**src/rtl/histogram_sequencer.sv**
```systemverilog
// -----------------------------------------------------------------------------
// histogram_sequencer
//
// Frame-level controller for the x/y projection-histogram engine. It takes a
// raster stream of binary pixels, drives the engine through
// COMPUTE -> READ -> CLEAR, and streams the bins back out of it. From those
// bins it derives the x and y medians of the foreground pixels, which give the
// object centre for the median-filter path. This block is the only master of
// the engine's control inputs.
//
// Ports
//   clk                         rising-edge clock
//   reset                       synchronous, active-low reset
//   frameStart                  1-cycle pulse: process the next frame
//   pixValid / pixData          pixel beat and its value (1 = foreground)
//   pixReady                    beat accepted when pixValid & pixReady
//   hStart/hStop/hRead/hClear   1-cycle request pulses to the engine
//   hXAddress/hYAddress/hPixel  engine accumulate address and increment
//   hXData/hXValid              x bin read-back stream (bins 0,1,2.. in order)
//   hYData/hYValid              y bin read-back stream (bins 0,1,2.. in order)
//   hReady                      engine idle
//   xMedian/yMedian             median bins of the last frame
//   pixelCount                  foreground pixels of the last frame (saturating)
//   empty                       last frame had no foreground pixel
//   resultValid                 1-cycle pulse: result outputs updated
//   busy                        high in every state except IDLE
// -----------------------------------------------------------------------------
module histogram_sequencer #(
    parameter int IMWIDTH  = 240,
    parameter int IMHEIGHT = 180,
    parameter int GUARD    = 2
) (
    input  logic        clk,
    input  logic        reset,
    input  logic        frameStart,
    input  logic        pixValid,
    input  logic        pixData,
    output logic        pixReady,
    output logic        hStart,
    output logic        hStop,
    output logic        hRead,
    output logic        hClear,
    output logic [7:0]  hXAddress,
    output logic [7:0]  hYAddress,
    output logic        hPixel,
    input  logic [7:0]  hXData,
    input  logic [7:0]  hYData,
    input  logic        hXValid,
    input  logic        hYValid,
    input  logic        hReady,
    output logic [7:0]  xMedian,
    output logic [7:0]  yMedian,
    output logic [15:0] pixelCount,
    output logic        empty,
    output logic        resultValid,
    output logic        busy
);

    typedef enum logic [2:0] {
        INIT_CLR, IDLE, START, SCAN, STOP, READ, CLEAR, DONE
    } state_t;

    localparam int          GUARD_W = (GUARD < 1) ? 1 : $clog2(GUARD + 1);
    localparam logic [7:0]  X_LAST  = 8'(IMWIDTH - 1);
    localparam logic [7:0]  Y_LAST  = 8'(IMHEIGHT - 1);

    // Sequencing state
    state_t               state_q, state_d;
    logic                 sent_q, sent_d;     // request pulse already issued in this state
    logic [GUARD_W-1:0]   guard_q, guard_d;   // cycles left during which hReady is stale

    // Raster position and per-frame accumulators
    logic [7:0]  x_q, x_d, y_q, y_d;
    logic [15:0] acc_count_q, acc_count_d;
    logic [15:0] sx_q, sx_d, sy_q, sy_d;
    logic [7:0]  xi_q, xi_d, yi_q, yi_d;      // index of the next bin to arrive
    logic        x_hit_q, x_hit_d, y_hit_q, y_hit_d;
    logic [7:0]  x_cand_q, x_cand_d, y_cand_q, y_cand_d;

    // Registered outputs
    logic        pix_ready_q, pix_ready_d;
    logic        h_start_q, h_start_d, h_stop_q, h_stop_d;
    logic        h_read_q, h_read_d, h_clear_q, h_clear_d;
    logic [7:0]  h_x_address_q, h_x_address_d, h_y_address_q, h_y_address_d;
    logic        h_pixel_q, h_pixel_d;
    logic [7:0]  x_median_q, x_median_d, y_median_q, y_median_d;
    logic [15:0] pixel_count_q, pixel_count_d;
    logic        empty_q, empty_d;
    logic        result_valid_q, result_valid_d;
    logic        busy_q, busy_d;

    // Combinational helpers
    logic        req_state, req_issue, req_done;
    logic        accept, last_beat;
    logic [15:0] sum_x, sum_y;
    logic        x_hit_now, y_hit_now;

    always_comb begin
        // NOTE: every target gets a default before any branch; a path that
        // leaves one unassigned would infer a latch.
        state_d        = state_q;
        sent_d         = sent_q;
        guard_d        = guard_q;
        x_d            = x_q;
        y_d            = y_q;
        acc_count_d    = acc_count_q;
        sx_d           = sx_q;
        sy_d           = sy_q;
        xi_d           = xi_q;
        yi_d           = yi_q;
        x_hit_d        = x_hit_q;
        y_hit_d        = y_hit_q;
        x_cand_d       = x_cand_q;
        y_cand_d       = y_cand_q;
        h_x_address_d  = h_x_address_q;
        h_y_address_d  = h_y_address_q;
        x_median_d     = x_median_q;
        y_median_d     = y_median_q;
        pixel_count_d  = pixel_count_q;
        empty_d        = empty_q;
        h_start_d      = 1'b0;
        h_stop_d       = 1'b0;
        h_read_d       = 1'b0;
        h_clear_d      = 1'b0;
        h_pixel_d      = 1'b0;   // the engine accumulates every COMPUTE cycle
        result_valid_d = 1'b0;
        req_done       = 1'b0;

        accept    = pix_ready_q & pixValid;
        last_beat = (x_q == X_LAST) && (y_q == Y_LAST);
        sum_x     = sx_q + 16'(hXData);
        sum_y     = sy_q + 16'(hYData);
        // 2*sum >= count, evaluated at 17 bits so the doubling cannot wrap
        x_hit_now = {sum_x, 1'b0} >= {1'b0, acc_count_q};
        y_hit_now = {sum_y, 1'b0} >= {1'b0, acc_count_q};

        // Shared request handshake: pulse once, ignore hReady for GUARD
        // cycles after the pulse, then wait for the engine to go idle.
        req_state = (state_q == INIT_CLR) || (state_q == STOP) ||
                    (state_q == READ)     || (state_q == CLEAR);
        req_issue = req_state && !sent_q;
        if (req_state) begin
            if (!sent_q) begin
                sent_d  = 1'b1;
                guard_d = GUARD_W'(GUARD);
            end else if (guard_q != '0) begin
                guard_d = guard_q - 1'b1;
            end else if (hReady) begin
                req_done = 1'b1;
                sent_d   = 1'b0;
            end
        end

        case (state_q)
            INIT_CLR: begin
                h_clear_d = req_issue;
                if (req_done) state_d = IDLE;
            end
            IDLE: begin
                if (frameStart && hReady) begin
                    state_d     = START;
                    x_d         = '0;
                    y_d         = '0;
                    acc_count_d = '0;
                    sx_d        = '0;
                    sy_d        = '0;
                    xi_d        = '0;
                    yi_d        = '0;
                    x_hit_d     = 1'b0;
                    y_hit_d     = 1'b0;
                    x_cand_d    = '0;
                    y_cand_d    = '0;
                end
            end
            START: begin
                // The engine holds COMPUTE until hStop, so no ready wait here.
                h_start_d = 1'b1;
                state_d   = SCAN;
            end
            SCAN: begin
                if (accept) begin
                    h_x_address_d = x_q;
                    h_y_address_d = y_q;
                    h_pixel_d     = pixData;
                    if (pixData && (acc_count_q != 16'hFFFF))
                        acc_count_d = acc_count_q + 16'd1;
                    if (last_beat) begin
                        state_d = STOP;
                    end else if (x_q == X_LAST) begin
                        x_d = '0;
                        y_d = y_q + 8'd1;
                    end else begin
                        x_d = x_q + 8'd1;
                    end
                end
            end
            STOP: begin
                h_stop_d = req_issue;
                if (req_done) state_d = READ;
            end
            READ: begin
                h_read_d = req_issue;
                // Until the first hit the candidate tracks the latest bin, so
                // a frame whose sums never reach half the count (engine bin
                // wrap) reports the last bin received.
                if (hXValid) begin
                    sx_d = sum_x;
                    xi_d = xi_q + 8'd1;
                    if (!x_hit_q) begin
                        x_cand_d = xi_q;
                        x_hit_d  = x_hit_now;
                    end
                end
                if (hYValid) begin
                    sy_d = sum_y;
                    yi_d = yi_q + 8'd1;
                    if (!y_hit_q) begin
                        y_cand_d = yi_q;
                        y_hit_d  = y_hit_now;
                    end
                end
                if (req_done) state_d = CLEAR;
            end
            CLEAR: begin
                h_clear_d = req_issue;
                if (req_done) begin
                    // Results load on the way into DONE so they are valid
                    // in the same cycle as the resultValid pulse.
                    state_d        = DONE;
                    result_valid_d = 1'b1;
                    pixel_count_d  = acc_count_q;
                    empty_d        = (acc_count_q == 16'd0);
                    x_median_d     = (acc_count_q == 16'd0) ? 8'd0 : x_cand_q;
                    y_median_d     = (acc_count_q == 16'd0) ? 8'd0 : y_cand_q;
                end
            end
            DONE: begin
                state_d = IDLE;
            end
            default: begin
                state_d = INIT_CLR;
            end
        endcase

        pix_ready_d = (state_d == SCAN);
        busy_d      = (state_d != IDLE);
    end

    always_ff @(posedge clk) begin
        // NOTE: registers update with non-blocking assignments so every flop
        // samples the pre-edge values regardless of statement order.
        if (!reset) begin
            state_q        <= INIT_CLR;
            sent_q         <= 1'b0;
            guard_q        <= '0;
            x_q            <= '0;
            y_q            <= '0;
            acc_count_q    <= '0;
            sx_q           <= '0;
            sy_q           <= '0;
            xi_q           <= '0;
            yi_q           <= '0;
            x_hit_q        <= 1'b0;
            y_hit_q        <= 1'b0;
            x_cand_q       <= '0;
            y_cand_q       <= '0;
            pix_ready_q    <= 1'b0;
            h_start_q      <= 1'b0;
            h_stop_q       <= 1'b0;
            h_read_q       <= 1'b0;
            h_clear_q      <= 1'b0;
            h_x_address_q  <= '0;
            h_y_address_q  <= '0;
            h_pixel_q      <= 1'b0;
            x_median_q     <= '0;
            y_median_q     <= '0;
            pixel_count_q  <= '0;
            empty_q        <= 1'b0;
            result_valid_q <= 1'b0;
            busy_q         <= 1'b0;
        end else begin
            state_q        <= state_d;
            sent_q         <= sent_d;
            guard_q        <= guard_d;
            x_q            <= x_d;
            y_q            <= y_d;
            acc_count_q    <= acc_count_d;
            sx_q           <= sx_d;
            sy_q           <= sy_d;
            xi_q           <= xi_d;
            yi_q           <= yi_d;
            x_hit_q        <= x_hit_d;
            y_hit_q        <= y_hit_d;
            x_cand_q       <= x_cand_d;
            y_cand_q       <= y_cand_d;
            pix_ready_q    <= pix_ready_d;
            h_start_q      <= h_start_d;
            h_stop_q       <= h_stop_d;
            h_read_q       <= h_read_d;
            h_clear_q      <= h_clear_d;
            h_x_address_q  <= h_x_address_d;
            h_y_address_q  <= h_y_address_d;
            h_pixel_q      <= h_pixel_d;
            x_median_q     <= x_median_d;
            y_median_q     <= y_median_d;
            pixel_count_q  <= pixel_count_d;
            empty_q        <= empty_d;
            result_valid_q <= result_valid_d;
            busy_q         <= busy_d;
        end
    end

    assign pixReady    = pix_ready_q;
    assign hStart      = h_start_q;
    assign hStop       = h_stop_q;
    assign hRead       = h_read_q;
    assign hClear      = h_clear_q;
    assign hXAddress   = h_x_address_q;
    assign hYAddress   = h_y_address_q;
    assign hPixel      = h_pixel_q;
    assign xMedian     = x_median_q;
    assign yMedian     = y_median_q;
    assign pixelCount  = pixel_count_q;
    assign empty       = empty_q;
    assign resultValid = result_valid_q;
    assign busy        = busy_q;

endmodule
```
**config.mk**
```make
export PLATFORM = sky130hd
export DESIGN_NAME = histogram_sequencer
export DESIGN_NICKNAME = d
export VERILOG_FILES = /design/src/rtl/histogram_sequencer.sv
export SDC_FILE = /design/constraint.sdc
export NUM_CORES = 1
export LEC_CHECK = 0
export BUFFER_PORTS_ARGS = -buffer_cell sky130_fd_sc_hd__buf_2
export CORE_MARGIN = 2
export CORE_UTILIZATION = 50
export CTS_CLUSTER_DIAMETER = 100
export DETAILED_ROUTE_END_ITERATION = 10
export GPL_ROUTABILITY_DRIVEN = 0
export GPL_TIMING_DRIVEN = 0
export PLACE_DENSITY = 0.67
export REMOVE_ABC_BUFFERS = 1
export SLEW_MARGIN = 40
export SYNTH_ARGS = -nofsm -noshare
export SYNTH_HDL_FRONTEND = slang
export SYNTH_SLANG_ARGS = --single-unit
```
**constraint.sdc**
```tcl
create_clock -name clk -period 6.7 [get_ports clk]
set_input_delay 1.34 -clock clk [delete_from_list [all_inputs] [get_ports clk]]
set_output_delay 1.34 -clock clk [all_outputs]
set_load 0.01 [all_outputs]
```
# Word level (Yosys, flattened, before mapping)
# Index checks and enable logic that the tools add are counted.
[op_classes] mux=55 n_eq_ne=22 reduce_logical=29 order_cmp=2 bitwise=1 add_sub_neg=8
[op_table] operator="$mux W8" count=15
[op_table] operator="$pmux W16 S2" count=3
[op_table] operator="$pmux W8 S2" count=6
[op_table] operator="$mux W16" count=5
[op_table] operator="$ge A17 B16 Y1" count=2
[op_table] operator="$add A16 B8 Y16" count=2
[op_table] operator="$add A8 B1 Y8 const B" count=4
[op_table] operator="$pmux W3 S8" count=1
[op_table] operator="$mux W3" count=7
[op_table] operator="$ne A2 B2 Y1 const B" count=9
[op_table] operator="$add A16 B1 Y16 const B" count=1
[op_table] operator="$eq A8 B8 Y1 const B" count=2
[op_table] operator="$logic_not A16 Y1" count=1
[op_table] operator="$ne A16 B16 Y1 const B" count=1
[op_table] operator="$reduce_and A4 Y1" count=4
[op_table] operator="$mux W1" count=14
[op_table] operator="$reduce_and A2 Y1" count=7
[op_table] operator="$eq A3 B3 Y1 const B" count=4
[op_table] operator="$eq A3 B2 Y1 const B" count=3
[op_table] operator="$reduce_and A3 Y1" count=3
[op_table] operator="$reduce_bool A2 Y1" count=3
[op_table] operator="$reduce_and A5 Y1" count=1
[op_table] operator="$logic_and A1 B1 Y1" count=4
[op_table] operator="$mux W2" count=2
[op_table] operator="10 further kinds" count=13
[totals] output_inout_bits=57 register_bits=161 input_bits=24

# Depth between registers and ports, before layout
[logic_depth] ltp_word=8 ltp_mapped=15 ltp_nobuf=15

# Least setup slack after synthesis
# Ideal clock, no wire load.
[synth_timing] kind="in2reg" from="in hYData[0]" to="reg y_hit_q" t_arrival_ns=3.922 slack_ns=2.652 path_stages=14 path_cell_list="ha_1 > inv_1 > fa_1 > nor2b_4 > o31a_1 > o41a_4 > o21ai_0 > xnor2_1 > ha_1 > nand3_1 > a21oi_1 > a2111oi_0 > o41a_1 > a211oi_1"
[synth_between] elab_chain_len=5
[synth_rtl] element="from (decl)" line_no="47" rtl="input logic [7:0] hYData,"
[synth_rtl] element="$add A16 B8 Y16" line_no="132" rtl="sum_y = sy_q + 16'(hYData);"
[synth_rtl] element="$ge A17 B16 Y1" line_no="135" rtl="y_hit_now = {sum_y, 1'b0} >= {1'b0, acc_count_q};"
[synth_rtl] element="$mux W1" line_no="217" rtl="if (!y_hit_q) begin"
[synth_rtl] element="$mux W1" line_no="214" rtl="if (hYValid) begin"
[synth_rtl] element="$pmux W1 S2" line_no="154" rtl="case (state_q)"
[synth_rtl] element="to (signal assigned)" line_no="293" rtl="y_hit_q <= y_hit_d;"
[synth_rtl] element="to (decl)" line_no="77" rtl="logic x_hit_q, x_hit_d, y_hit_q, y_hit_d;"
# Every way passes these cells. The select of a mux whose other input is x is not followed.
# A chain may end at the register's enable or synchronous reset.

# Worst setup path in the final report
# Same ends and word-level chain as after synthesis.

==> metrics.yaml <==
drt:
  avgRoutedWirePerCell_um: 15.19
  final_antenna_net_count: 0
  first_iter_violations: 341
  routed_wl_um: 18690
  drc: 0
  drt_first_pass_iters: 5
  viasPerCell: 5.560
  routed-via-count: 6844
cts:
  worstSkewPairLatency_ns: 0.43
  tritoncts: "yes"
  cts.path.max_buffers: 2
  post_cts_buffers: 0
  clk_pin_slew_ns: 0.06
  ctsHoldBuffers: 0
  cts.sinks: 161
  cts-root-buf: "clkbuf_16"
  cts_max_level: 4
  numCtsBuffers: 17
  postCtsResizedCells: 0
worst_setup_path:
  arrival_ns: 4.48
  critPathCaptureType: "flip-flop"
  path_depth: 15
  cpMaxStageDelayCell: "a2111oi_0"
  cp_max_fo: 5
  crit_family: "compound AO/OA/AOI/OAI gates"
  critPathLaunchType: "input pin"
  r2r.worst_path.cells: 14
  timing.critical_path.mode_cell: "ha_1"
  critPathBufInv: 2
  worstPathCellList: "buf_2 -> ha_1 -> inv_1 -> fa_1 -> nor2b_4 -> o31a_1 -> o41a_4 -> o21ai_0 -> xnor2_1 -> ha_1 -> nand3_1 -> a21oi_1 -> a2111oi_0 -> o41a_1 -> a211oi_1"
  cp.required_ns: 7.01
  critPathKind: "in2reg"
  cp_slowest_stage_delay_ns: 0.50
finish:
  drive_above_1_share_pct: 13.89
  seqCellArea_um2: 3223
  final_common_cell: "dfxtp_1"
  antenna_cells: 0
  multiInputGateArea_um2: 4576
  fillers: 1459
  layout_common_cells: "161 x dfxtp_1, 124 x nor2_1, 110 x nand2_1"
  nets: 1081
  area_delta_synth_final_pct: 14.11
  final_util_pct: 58.24
pwr:
  switchingPower_w: 0.0005027
  ir_worst_vdd_mv: 0.1711
  p_leak_nw: 3.713
  p_per_area_nw_per_um2: 220.7
  p_comb_share_pct: 5.9
  finalPower_w: 0.002034
  clkPwrFrac_pct: 46.1
  p_int_w: 0.001532
  switching_share_pct: 24.71
  pwr-share-seq_pct: 48.1
floorplan:
  core_um2: 15830
  die_h_um: 131.1
  initial_utilization_pct: 51.04
  fp.dieW_um: 131.1
  die_area_um2: 17190
  rows: 46
  ioPinCount: 81
timing:
  fin_crit_sh_pct: 62.20
  fin_setup_tns_ns: 0
  fmax_mhz: 240.0
  fin_skew_ns: 0.01015
  rsz0062_at_grt: "no"
  hold_viol_final: 0
  slew_headroom_pct: 48.24
  min_period_ns: 4.167
  slew_violations: 0
  finalSetupViolations: 0
  worstMarginPinSlew_ns: 0.7764
yosys:
  yosys_warnings: 0
  synth_largest_area_cell: "dfxtp_1"
  synth_area_um2: 8078
  syn_inst: 944
  postSynthAreaPerCell_um2: 8.557
  ys_seq_area_share_pct: 39.90
  synth_edf_count: 0
  yosys.cell_types.count: 78
  synth-seq-cells: 161
  postSynth.asyncResetShare_pct: 0
  synth_area_leaders: "dfxtp_1 40%, ha_1 8.2%, nor2_1 5.8%"
  ys.flop_type: "dfxtp_1"
  synth_top_area_share_pct: 39.90
global_routing:
  grt_pass1_vias: 6245
  grt_first_pass_wirelength_um: 30930
  antenna_found_initial: 0
  grtUsageTotal_pct: 21.80
  grt-ovfl-total: 0
  grt_max_degree: 60
worst_hold_path:
  hold_path_class: "reg2reg"
  min_path_cells: 2
place:
  hpwl_um: 13130
  portBuffers: 80
run_status:
  status: "finished, final reports clean"
run:
  maxCapViolCount: 0
## layout make-up
type | count | share of cell area [%]
flip-flops and latches | 161 | 34.97
clock inverters | 11 | 0.9909
well taps | 216 | 2.932
repair buffers | 82 | 4.941
multi-input cells | 709 | 49.64
clock buffers | 21 | 5.212
inverters | 31 | 1.317
## cells by family after synthesis
group                      count (synthesis)  synth area share, %
adders and majority gates                 55                8.705
xor gates and xnor gates                  62                6.722
and+or+nand+nor                          383                23.28
AOI/OAI and AO/OA                        205                17.13
buffers and inverters                     74                3.748
muxes                                      4               0.5112
DFF                                      161                39.90
## Yosys cell counts, types with 3 or more instances
library cell	number
a21oi_1	71
dfxtp_1	161
nand2b_1	10
and4_1	3
nor4_1	4
nand2_1	111
xnor2_1	32
nand3_1	32
a22oi_1	38
buf_2	11
nor3b_1	4
o31a_1	3
mux2i_1	3
nor2_1	124
nand3_2	4
nor2b_1	7
nor3_1	11
or4_1	3
o211ai_1	6
o21a_1	8
clkbuf_1	28
ha_1	53
inv_1	30
a31oi_1	10
o2111ai_1	4
o21ai_0	26
a21o_1	8
nand4b_1	5
a211oi_1	3
xor2_1	30
a32o_1	5
and3_1	18
nand4_1	19
or3_1	3
and2_1	4
## final timing paths
| path | from | to | slack [ns] |
|---|---|---|---|
| setup reg to reg | sy_q[0] | y_hit_q | 3.24 |
| hold reg to reg | pixelCount[9] | pixelCount[9] | 0.45 |
| hold / removal | pixelCount[9] | pixelCount[9] | 0.45 |
| setup / recovery | hYData[0] | y_hit_q | 2.53 |
## through the flow
stage          cell area, µm²  hold WS (ns)  setup WS (ns)  instances
3_3_place_gp             8562        0.4394          2.027       1197
4_1_cts                  9218        0.4516          2.473       1231
6_report                 9218        0.4499          2.533       1231
3_5_place_dp             8646        0.4431          2.017       1199
2_1_floorplan            7891        0.4319          2.613        901
5_1_grt                  9218        0.4704          2.246       1231
## tightest hold or removal path, cell delays in order (launching register included)
cell	delay [ns]
dfxtp_1	0.30
nand2_1	0.05
a21oi_1	0.05
## power groups by stage
stage                     sequential [W]  clock [W]  combinational, W
after CTS                       0.000977   0.000956          0.000120
after global routing            0.000979   0.000989          0.000134
after global placement          0.000999          0          0.000112
after floorplan                 0.000997          0         0.0000742
after detailed placement        0.000999          0          0.000119
final                           0.000978   0.000937          0.000119
## per-layer routing
metal	track usage, %	vias to the layer above	wire, µm
met2	35.91	109	8746
met5	0	-	0
met3	3.549	23	599
met1	29.51	3248	9115
li1	-	3464	-
met4	6.582	0	233
## flip-flops by register name (all words and copies together) (netlist names), 3 cells and up
register / cells
acc_count_q: 16
hXAddress: 8
hYAddress: 8
pixelCount: 16
state_q: 3
sx_q: 16
sy_q: 16
xMedian: 8
x_cand_q: 8
x_q: 8
xi_q: 8
yMedian: 8
y_cand_q: 8
y_q: 8
yi_q: 8
(Power assumes the default switching activity.)
